**src/rtl/sumador_secuencial.sv**
```systemverilog
// Sequential adder/subtractor: K bits of a +/- b per clock, N/K cycles per operation.
// Result, carry out and two's-complement overflow are registered and held between operations.
module sumador_secuencial #(
    parameter int N = 8,
    parameter int K = 2
) (
    input  logic         clk,
    input  logic         reset,
    input  logic         start,
    input  logic [N-1:0] a,
    input  logic [N-1:0] b,
    input  logic         c_in,
    input  logic         sub,
    output logic [N-1:0] s,
    output logic         c_out,
    output logic         ovf,
    output logic         busy,
    output logic         done
);

    localparam int STEPS = N / K;
    localparam int CW    = (STEPS > 1) ? $clog2(STEPS) : 1;

    localparam logic [1:0] IDLE = 2'd0;
    localparam logic [1:0] SUMA = 2'd1;
    localparam logic [1:0] FIN  = 2'd2;

    logic [1:0]    r_state;
    logic [N-1:0]  r_a;
    logic [N-1:0]  r_b;
    logic          r_carry;
    logic [CW-1:0] r_cnt;
    logic [N-1:0]  r_s;
    logic          r_cout;
    logic          r_ovf;

    logic [K:0]    w_sum;
    logic [N-1:0]  w_acc_next;
    logic          w_last;
    logic          w_load;
    logic          w_carry_msb;

    assign w_sum  = {1'b0, r_a[K-1:0]} + {1'b0, r_b[K-1:0]} + {{K{1'b0}}, r_carry};
    assign w_last = (r_cnt == CW'(STEPS - 1));
    assign w_load = start && ((r_state == IDLE) || (r_state == FIN));

    // Carry into the chunk's top bit, recovered from its sum bit and operand bits.
    assign w_carry_msb = w_sum[K-1] ^ r_a[K-1] ^ r_b[K-1];

    generate
        if (K == N) begin : g_single
            assign w_acc_next = w_sum[K-1:0];
        end else begin : g_multi
            logic [N-K-1:0] r_acc;

            always_ff @(posedge clk or posedge reset) begin
                if (reset) begin
                    r_acc <= '0;
                end else if (r_state == SUMA) begin
                    r_acc <= w_acc_next[N-1:K];
                end
            end

            assign w_acc_next = {w_sum[K-1:0], r_acc};
        end
    endgenerate

    always_ff @(posedge clk or posedge reset) begin
        if (reset) begin
            r_state <= IDLE;
        end else begin
            case (r_state)
                IDLE:    if (start) r_state <= SUMA;
                SUMA:    if (w_last) r_state <= FIN;
                FIN:     r_state <= start ? SUMA : IDLE;
                default: r_state <= IDLE;
            endcase
        end
    end

    // Operands are captured only when a new operation is accepted; result registers load on the last chunk.
    always_ff @(posedge clk or posedge reset) begin
        if (reset) begin
            r_a     <= '0;
            r_b     <= '0;
            r_carry <= 1'b0;
            r_cnt   <= '0;
            r_s     <= '0;
            r_cout  <= 1'b0;
            r_ovf   <= 1'b0;
        end else if (w_load) begin
            r_a     <= a;
            r_b     <= b ^ {N{sub}};
            r_carry <= sub ? 1'b1 : c_in;
            r_cnt   <= '0;
        end else if (r_state == SUMA) begin
            r_a     <= r_a >> K;
            r_b     <= r_b >> K;
            r_carry <= w_sum[K];
            r_cnt   <= r_cnt + CW'(1);
            if (w_last) begin
                r_s    <= w_acc_next;
                r_cout <= w_sum[K];
                r_ovf  <= w_carry_msb ^ w_sum[K];
            end
        end
    end

    assign s     = r_s;
    assign c_out = r_cout;
    assign ovf   = r_ovf;
    assign busy  = (r_state == SUMA);
    assign done  = (r_state == FIN);

endmodule

```
**config.mk**
```make
export PLATFORM = sky130hd
export DESIGN_NAME = sumador_secuencial
export DESIGN_NICKNAME = d
export VERILOG_FILES = /design/src/rtl/sumador_secuencial.sv
export SDC_FILE = /design/constraint.sdc
export NUM_CORES = 1
export LEC_CHECK = 0
export ABC_CLOCK_PERIOD_IN_PS = 3500
export BUFFER_PORTS_ARGS = -buffer_cell sky130_fd_sc_hd__buf_2
export CAP_MARGIN = 0
export CELL_PAD_IN_SITES_DETAIL_PLACEMENT = 0
export CELL_PAD_IN_SITES_GLOBAL_PLACEMENT = 1
export CORE_ASPECT_RATIO = 0.5
export CORE_MARGIN = 8
export CORE_UTILIZATION = 45
export CTS_BUF_LIST = sky130_fd_sc_hd__clkbuf_16
export CTS_CLUSTER_DIAMETER = 200
export DETAILED_ROUTE_END_ITERATION = 10
export MAX_ROUTING_LAYER = met4
export PLACE_DENSITY = 0.83
export SYNTH_ARGS = -nofsm -noshare
export SYNTH_HDL_FRONTEND = slang
export SYNTH_SLANG_ARGS = --single-unit
```
**constraint.sdc**
```tcl
create_clock -name clk -period 3.5 [get_ports clk]
set_input_delay 0.175 -clock clk [delete_from_list [all_inputs] [get_ports clk]]
set_output_delay 0.175 -clock clk [all_outputs]
set_load 0.02 [all_outputs]
```
==> results of run 1 <==
[worst max-delay path, delay by kind of cell (launching register included)]
family / cells / cell delay, ps
flip-flops: 1 / 380
AND/OR/NAND/NOR: 1 / 560
buffers and inverters: 2 / 590
[cell families after synthesis]
kind of cell	after synthesis	share of synthesized area [%]
buf+inv	19	6.95
flops	37	54.7
mux	6	4.21
simple gates	62	15.2
fa+ha+maj	3	3.10
xor+xnor	11	5.69
compound gates	27	10.1
[through the flow]
step | util [%] | std cells | hold WS (ps)
2_1_floorplan | - | 165 | 306
3_3_place_gp | 52.5 | 238 | 261
3_5_place_dp | 52.5 | 238 | 273
4_1_cts | 57.4 | 247 | 124
5_1_grt | 57.4 | 247 | 132
6_report | 57.4 | 247 | 127
[path summary, 6_finish.rpt]
path                                 start  endpoint  slack, ps  cells after the start
worst max register to register      r_b[0]       ovf       1650                      6
worst max-delay path            r_state[1]      busy       1510                      3
max in group asynchronous            reset  r_cnt[1]       2270                      4
min in group asynchronous            reset     c_out        520                      3
worst min-delay path                  a[6]    r_a[6]        130                      3
worst min register to register        s[6]      s[6]        480                      2
[cell type report]
cell class	instances	area, um2
Fill cell	319	1500
Timing Repair Buffer	34	178
Multi-Input combinational cell	109	649
Clock buffer	5	125
Inverter	8	35.0
Clock inverter	3	37.5
Sequential cell	37	926
Tap cell	51	63.8
[cells in the final DEF (no fill, tap or decap)]
master / instances
o211ai_1: 1
bufinv_16: 1
ha_1: 1
clkinv_1: 1
a22o_1: 3
nor3_1: 2
a21oi_1: 2
fa_1: 2
xnor2_1: 3
inv_1: 8
dfrtp_1: 37
o21ai_0: 9
nand3b_2: 1
dlygate4sd3_1: 1
clkbuf_16: 5
nor2b_1: 1
nand2b_1: 2
a221o_1: 2
mux2_2: 5
mux2_4: 1
and2b_2: 1
nand2_1: 42
buf_4: 1
xor2_1: 8
inv_6: 1
nand3_1: 2
nor2_1: 11
a31oi_1: 10
buf_2: 32
[state kept, by name, indices dropped and copies added, names as in the netlist]
register and flops:
r_state 2, ovf 1, s 8, c_out 1, r_b 8, r_carry 1
r_a 8, r_cnt 2, g_multi.r_acc 6
[Yosys cell counts, types with 2 or more instances]
| master | number | area share (%) |
|---|---|---|
| buf_2 | 6 | 1.8 |
| xor2_1 | 8 | 4.1 |
| nor3_1 | 2 | 0.59 |
| dfrtp_1 | 37 | 55 |
| inv_1 | 7 | 1.6 |
| fa_1 | 2 | 2.4 |
| a22o_1 | 3 | 1.6 |
| mux2_2 | 5 | 3.3 |
| nand3_1 | 2 | 0.59 |
| a221o_1 | 2 | 1.2 |
| a31oi_1 | 10 | 3.7 |
| a21oi_1 | 2 | 0.59 |
| o21ai_0 | 9 | 2.7 |
| nand2b_1 | 2 | 0.74 |
| buf_6 | 4 | 2.7 |
| nand2_1 | 42 | 9.3 |
| nor2_1 | 11 | 2.4 |
| xnor2_1 | 3 | 1.6 |
[power groups by stage]
| stage | sequential [mW] | clock, mW | combinational [mW] |
|---|---|---|---|
| after floorplan | 0.799 | 0 | 0.648 |
| after global placement | 0.749 | 0 | 0.818 |
| after detailed placement | 0.760 | 0 | 0.841 |
| after CTS | 0.755 | 0.497 | 0.848 |
| after global routing | 0.784 | 0.513 | 0.942 |
| final | 0.753 | 0.490 | 0.830 |
[routing by layer]
metal	share of wire, %	GRT usage, %	vias up
met2	44	18.3	27
met4	1.7	6.11	0
li1	-	-	601
met1	49	14.6	556
met3	5.6	4.57	6
met5	0	-	-
==> metrics.txt, run 1 <==
outcome finished, final reports clean; Mapped Nets approximately 190; die height between 50 and 60 um; Root Driver clkbuf_16; Final min period about 2000 ps; FFs w/ async S/R, synth 100%; final WL around 3.3 mm; Final Cell Area a little over 2000 um2; clock group share of total power 23.6%; Hold Crit Class input pin to flop; #FFs+latches synth 37; combinational power share approximately 40%; sw power approximately 0.76 mW; crit path max fanout 24; Final GP Congestion ~0.73; crit path DAT 1810 ps; CP peak stage delay approximately 560 ps; yosys warns 0; Seq/Total Area, Yosys between 50% and 60%; DIE AREA ~6100 um2; total CTS buffers 5; Slowest-stage cell, CP nand2b_1; RSZ-0062 raised after global routing false; io pins 33; first-pass GRT wire length ~5.5 mm; Synth Flop Type dfrtp_1; Rel. slew slack about two fifths; post-CTS sizing 0; largest net degree at the start of global routing 26; number of enable flip-flop cells after synthesis 0; Antenna Cells 0; power after layout between 2 and 2.5 mW; Worst Tran Pin Value ~910 ps; CP cell instances nand2b_1 > inv_6 > buf_2; Max-cap violations 0; Setup WS pre-CTS 1650 ps; CP Capture Type output port; CP Class flop to output port; Clock Path Buffers 2; Cells after Synth ~170; Yosys cell types 26; Post-Syn Area per Cell ~10 um2; Switching Fraction a little under two fifths; initial antenna violation count 0; DR pass1 iterations 4; Hold Fails Final Rpt 0; Leakage 0.996 nW; CTS H-tree depth 2; clk sinks 37; Fmax achieved 503 MHz; pwr dens approximately 1000 nW/um2; Worst EP required 3320 ps; post-route ant nets 0; sequential fraction of design power 36.3%; vias in the first global route between 1000 and 1500; Worst VDD drop around 0.32 mV; CTS tree done; die width a little over 100 um; startpoint types flop; DP HPWL roughly 2.3 mm; Final period util 56.8%; Setup Viol. Count Final 0; vias approximately 1200; post-CTS setup repair buffer count 0; GRT Util Overall 12.3%; Hold Buf Count CTS 1; site row count 15; drt wl/cell about 13 um; Initial DRC Count between 50 and 60; clock skew between 4 and 5 ps; area of the core 3510 um2; max-slew violations 0; I/O Buffers 32; setup ws final about 1500 ps; placed cell areas around 1800 um2; DRC violations left 0; drt via density 4.82; worst-skew pair later-pin latency 280 ps; gr ovfl total 0; P_int around 1.3 mW; proportion of layout cells with a drive suffix above 1 24.5%; final net count 219; Post-Syn Area around 1700 um2; Initial Utilization around 48%; Synth-to-Final Area Change 19.0%; Reg clk slew, reported paths approximately 50 ps; Final TNS setup 0 ps
No activity file was read; power rests on OpenSTA's default activity.
==> run 2, diff against run 1 <==
Settings changed: ABC_AREA set to 1, ABC_CLOCK_PERIOD_IN_PS 3500 to 1820, CORE_UTILIZATION 45 to 37, PLACE_DENSITY 0.83 to 0.75.
Clock period 3.5 ns to 1.82 ns, I/O delays scaled along.
==> run 2 against run 1 <==
Die area grew 23%; routed wire length grew 12%; power grew 110%; non-clock buffer count grew 6; synthesized area grew 6.7%; sequential power grew 89%; critical path depth grew 5; core utilization shrank 12 points; flip-flop and latch count is the same; first-iteration DRC count grew 42%; final cell count grew 30%; clock-buffer cell count is the same.
==> metrics.txt, run 2 <==
startpoint types flop; crit path DAT 1910 ps (+100 ps); area of the core 4820 um2 (+37%); Adder-Cell Fraction of Synth Area 2.91% (-0.19 points); complex-gate fraction of the synthesized area 14.1% (+4.0 points); synthesized-area fraction occupied by and/or/nand/nor cells 23.1% (+7.9 points); placed cell areas 2040 um2 (+11%); clk sinks 37 (unchanged); Final Cell Area 2200 um2 (+9.4%); Reg clk slew, reported paths 50 ps (about the same); top cells by area, synth dfrtp_1, nand2_1, o21ai_1; CTS tree done; P_int 2.52 mW (+92%); Final period util 96.1%; largest family of logic cells by synthesized area simple AND/OR/NAND/NOR gates; drt via density 4.44 (-7.8%); Initial Utilization 37.5% (-11 points); site row count 18 (+3); I/O Buffers 32 (unchanged); Antenna Cells 0 (unchanged); pwr dens 1960 nW/um2 (+90%); Synth-to-Final Area Change 22.0%; io pins 33 (unchanged); Synth top area share 51.3% (-3.4 points); CP Class flop to flop; Finished Layout Cells 320 (+30%); Synth area leader dfrtp_1; Setup Viol. Count Final 0 (unchanged); CTS H-tree depth 2 (unchanged); commonest non-fill, non-tap cell in the layout nand2_1; Final TNS setup 0 ps (unchanged); Fill cells 514 (+61%); Worst VDD drop 0.550 mV (+71%); outcome finished, final reports clean; Final GP Congestion 0.724 (-0.73%); GRT Util Overall 11.0% (-1.3 points); Seq/Total Area, Yosys 51.3% (-3.4 points); Leakage 1.15 nW (+15%); total CTS buffers 5 (unchanged); CP bufs+invs 1 (-1); Rel. slew slack 69.1% (+30 points); CP cell instances inv_2 > fa_2 > fa_2 > nand2_1 > nand2_1 > nand2_1 > nand3_1 > nand2_1; DIE AREA 7510 um2 (+23%); sw power 1.79 mW (+130%); RSZ-0062 raised after global routing true; Slowest-stage cell, CP fa_2; Placed Cells 309 (+30%); CP peak stage delay 580 ps (+20 ps); Yosys cell types 25 (-3.8%); Final min period roughly 1700 ps; final WL 3.72 mm (+12%); DRC violations left 0 (unchanged); top cells by count, synth nand2_1, dfrtp_1, o21ai_1; Cells after Synth 209 (+27%); largest net degree at the start of global routing 38 (+46%); max-slew violations 0 (unchanged); Worst EP required 1980 ps (-1340 ps); crit path max fanout 4 (-83%); Fmax achieved approximately 570 MHz; vias 1422 (+19%); most numerous cell in the Yosys netlist nand2_1; FFs w/ async S/R, synth 100% (unchanged); Worst Tran Pin Value 463 ps (-448 ps); Post-Syn Area per Cell 8.64 um2 (-16%); Post-Syn Area 1810 um2 (+6.7%); first-pass GRT wire length 6.41 mm (+17%); proportion of layout cells with a drive suffix above 1 30.8% (+6.3 points); commonest cells after routing, fill and taps aside nand2_1, dfrtp_1, buf_2; Synth Flop Type dfrtp_1; Root Driver clkbuf_16; die height 65.4 um (+10%); xor-xnor portion of the synthesized cell area 0.970% (-4.7 points); die width 115 um (+12%); number of enable flip-flop cells after synthesis 0 (unchanged); Crit path max-delay family adder cells; DR pass1 iterations 4 (unchanged); #FFs+latches synth 37 (unchanged); clock group share of total power 18.3% (-5.3 points); DP HPWL 2.69 mm (+16%); post-route ant nets 0 (unchanged); Hold Crit Class input pin to flop; gr ovfl total 0 (unchanged); Clock Path Buffers 2 (unchanged); clock skew 3.60 ps (-0.723 ps); Hold Fails Final Rpt 0 (unchanged); initial antenna violation count 0 (unchanged); sequential fraction of design power 33.0% (-3.3 points); vias in the first global route 1420 (+24%); CP Capture Type flop; combinational power share 48.6% (+8.6 points); Switching Fraction 41.6% (+4.8 points); Util after Layout 45.7% (-12 points); yosys warns 0 (unchanged); CP dominant cell by count nand2_1; worst-skew pair later-pin latency 270 ps (about the same); final net count 273 (+25%); drt wl/cell 11.6 um (-13%); mux cell area share after synthesis 0% (-4.2 points); Initial DRC Count 74 (+42%); Max-cap violations 0 (unchanged); Mapped Nets 233 (+23%)
[run 2: cell families (layout without fill, tap and decap cells)]
family	Yosys count	in the layout
and+or+nand+nor	102	102
DFF	37	37
AOI/OAI and AO/OA	36	36
buffers and inverters	29	70
adders and majority gates	3	3
xor gates and xnor gates	2	2
[run 2: cell type report]
cell class | instances | area (um2) | share of cell area (%)
Clock inverter | 3 | 12.5 | 0.568
Tap cell | 70 | 87.6 | 3.98
Multi-Input combinational cell | 143 | 747 | 33.9
Inverter | 22 | 82.6 | 3.75
Timing Repair Buffer | 40 | 223 | 10.1
Sequential cell | 37 | 926 | 42.0
Clock buffer | 5 | 125 | 5.68
[run 2: stage by stage]
| step | setup WS (ps) | power, mW | hold WS [ps] |
|---|---|---|---|
| floorplan | 69.2 | 2.99 | 218 |
| global placement | 50.5 | 3.44 | 228 |
| detailed placement | -22.1 | 3.50 | 229 |
| CTS | 7.71 | 4.34 | 25.7 |
| global route | -41.5 | 4.72 | 28.9 |
| finish | 70.4 | 4.31 | 27.0 |
[run 2: worst paths after layout]
path / start / end / slack, ps / cells past startpoint
max in group asynchronous: reset / r_b[3] / 1030 / 4
max reg2reg: r_carry / ovf / 70 / 8
min reg2reg: g_multi.r_acc[0] / s[0] / 470 / 2
min: a[7] / r_a[7] / 30 / 3
max: r_carry / ovf / 70 / 8
min in group asynchronous: reset / r_state[0] / 470 / 4
[run 2: power by group through the flow]
| stage | sequential (mW) | clock [mW] | combinational (mW) |
|---|---|---|---|
| 2_1_floorplan | 1.51 | 0 | 1.48 |
| 3_3_place_gp | 1.42 | 0 | 2.03 |
| 3_5_place_dp | 1.43 | 0 | 2.07 |
| 4_1_cts | 1.42 | 0.818 | 2.10 |
| 5_1_grt | 1.47 | 0.857 | 2.40 |
| 6_report | 1.42 | 0.791 | 2.10 |
[run 2: worst reg2reg max path: stages, from the launching register on]
cell,delay (ps)
dfrtp_1,330
inv_2,50
fa_2,390
fa_2,580
nand2_1,60
nand2_1,60
nand2_1,50
nand3_1,70
nand2_1,50
[run 2: what timing repair did]
item                                   in CTS  in global routing
hold buffers                                1                  0
pin swaps                                   2                  7
setup buffers                               1                  1
setup endpoints to repair                   1                  1
gates resized for setup                     1                  4
endpoints found under the hold margin      37                  0
[run 2: routing by layer]
layer | wire [um] | global-route usage, % | share of wire, %
met5 | 0 | - | 0
met4 | 0 | 3.40 | 0
met3 | 134 | 3.11 | 3.6
met2 | 1750 | 17.7 | 47
met1 | 1840 | 13.3 | 49
==> run 3, diff against run 2 <==
Settings changed: RECOVER_POWER set to 50.
==> run 3 against run 2 <==
Clock skew grew 0.81 ps; routed wire length is essentially flat; final cell count is the same; sequential power is essentially flat; die area is the same.
==> metrics.txt, run 3 (synthesis results as in run 2) <==
outcome finished, final reports clean; commonest cells after routing, fill and taps aside nand2_1, dfrtp_1, buf_2; die height 65.4 um (unchanged); Slowest-stage cell, CP fa_2; DR pass1 iterations 4 (unchanged); io pins 33 (unchanged); final net count 273 (unchanged); vias 1420 (-0.14%); Placed Cells 309 (unchanged); power after layout 4.29 mW (-0.45%); Worst EP required 1980 ps (about the same); DIE AREA 7510 um2 (unchanged); first-pass GRT wire length 6.41 mm (unchanged); Max-cap violations 0 (unchanged); Util after Layout 45.5% (-0.26 points); drt wl/cell 11.6 um (about the same); CP cell instances inv_2 > fa_2 > fa_2 > nand2_1 > nand2_1 > nand2_1 > nand3_1 > nand2_1; Fmax achieved 572 MHz (about the same); Worst Tran Pin Value 908 ps (+445 ps); Worst VDD drop 0.550 mV (about the same); CTS H-tree depth 2 (unchanged); RSZ-0062 raised after global routing true; crit path DAT 1910 ps (about the same); Leakage 1.12 nW (-2.5%); final WL 3.72 mm (about the same); Antenna Cells 0 (unchanged); clock skew 4.41 ps (+0.810 ps); post-route ant nets 0 (unchanged); worst-skew pair later-pin latency 270 ps (about the same); GRT Util Overall 11.0% (unchanged); crit path max fanout 4 (unchanged); CP peak stage delay 580 ps (about the same); max-slew violations 0 (unchanged); CP dominant cell by count nand2_1; Final min period 1750 ps (-0.422 ps); pwr dens 1960 nW/um2 (+0.12%); Synth-to-Final Area Change 21.3%; proportion of layout cells with a drive suffix above 1 27.6% (-3.2 points); Final Cell Area 2190 um2 (-0.57%); Finished Layout Cells 320 (unchanged); Crit path max-delay family adder cells; initial antenna violation count 0 (unchanged); startpoint types flop; clk sinks 37 (unchanged); die width 115 um (unchanged); Initial Utilization 37.5% (unchanged); vias in the first global route 1420 (unchanged); Final GP Congestion 0.724 (unchanged); DP HPWL 2.69 mm (unchanged); DRC violations left 0 (unchanged); Rel. slew slack 39.4% (-30 points); CP bufs+invs 1 (unchanged); Initial DRC Count 78 (+5.4%); Final period util 96.1% (about the same); CTS tree done; site row count 18 (unchanged); CP Class flop to flop; area of the core 4820 um2 (unchanged); Root Driver clkbuf_16; largest net degree at the start of global routing 38 (unchanged); total CTS buffers 5 (unchanged); Clock Path Buffers 2 (unchanged); commonest non-fill, non-tap cell in the layout nand2_1; drt via density 4.44 (-0.14%); CP Capture Type flop; Setup Viol. Count Final 0 (unchanged); gr ovfl total 0 (unchanged); Final TNS setup 0 ps (unchanged); Reg clk slew, reported paths 50 ps (about the same); Hold Crit Class input pin to flop; placed cell areas 2040 um2 (unchanged); Fill cells 521 (+1.4%); I/O Buffers 32 (unchanged); Hold Fails Final Rpt 0 (unchanged)
[run 3: cell count changes in the layout (fill, tap and decap cells not counted), sizes merged]
cell and delta:
buf -9, clkbuf +9
[run 3: path summary, 6_finish.rpt]
check / endpoint / startpoint / slack, ps / depth (start not counted)
min reg2reg: s[0] / g_multi.r_acc[0] / 470 / 2
max: ovf / r_carry / 70 / 8
min: r_a[7] / a[7] / 30 / 3
max reg2reg: ovf / r_carry / 70 / 8
min in group asynchronous: r_state[0] / reset / 630 / 4
max in group asynchronous: s[5] / reset / 630 / 4
[run 3: final cells by class]
class                      instances  area [um2]  share of cell area, %
clock buffer                       5         125                   5.71
multi-input combinational        143         747                   34.1
tap                               70        87.6                   4.00
clock inverter                     3        12.5                  0.571
sequential                        37         926                   42.3
timing repair buffer              40         210                   9.59
inverter                          22        82.6                   3.77
[run 3: per-stage QoR]
stage	setup slack [ps]	hold slack (ps)
detailed placement	-22.1	229
global route	-41.5	28.9
global placement	50.5	228
CTS	7.71	25.7
floorplan	69.2	218
finish	70.8	27.1
[run 3: metal layers]
| metal | GRT usage, % | share of wire [%] | vias to the layer above | routed length, um |
|---|---|---|---|---|
| met1 | 13.3 | 50 | 649 | 1850 |
| met5 | - | 0 | - | 0 |
| met2 | 17.7 | 46 | 28 | 1730 |
| met4 | 3.40 | 0 | 0 | 0 |
| li1 | - | - | 743 | - |
| met3 | 3.11 | 3.8 | 0 | 142 |
[run 3: what timing repair did]
| action | in CTS | in global routing |
|---|---|---|
| hold buffers | 1 | 0 |
| pin swaps | 2 | 7 |
| buffers inserted | 1 | 1 |
| hold endpoints to repair | 37 | 0 |
| resized for setup | 1 | 4 |
| endpoints found under the setup margin | 1 | 1 |
[run 3: worst register-to-register path: stages, from the launching register on]
cell	delay, ps
dfrtp_1	330
inv_2	50
fa_2	390
fa_2	580
nand2_1	60
nand2_1	60
nand2_1	50
nand3_1	70
nand2_1	50
[run 3: power breakdown]
part	switching (mW)	total (mW)	internal [mW]	leakage, nW
Clock	0.295	0.789	0.494	0.0687
Combinational	1.29	2.07	0.785	0.589
Sequential	0.210	1.43	1.22	0.462
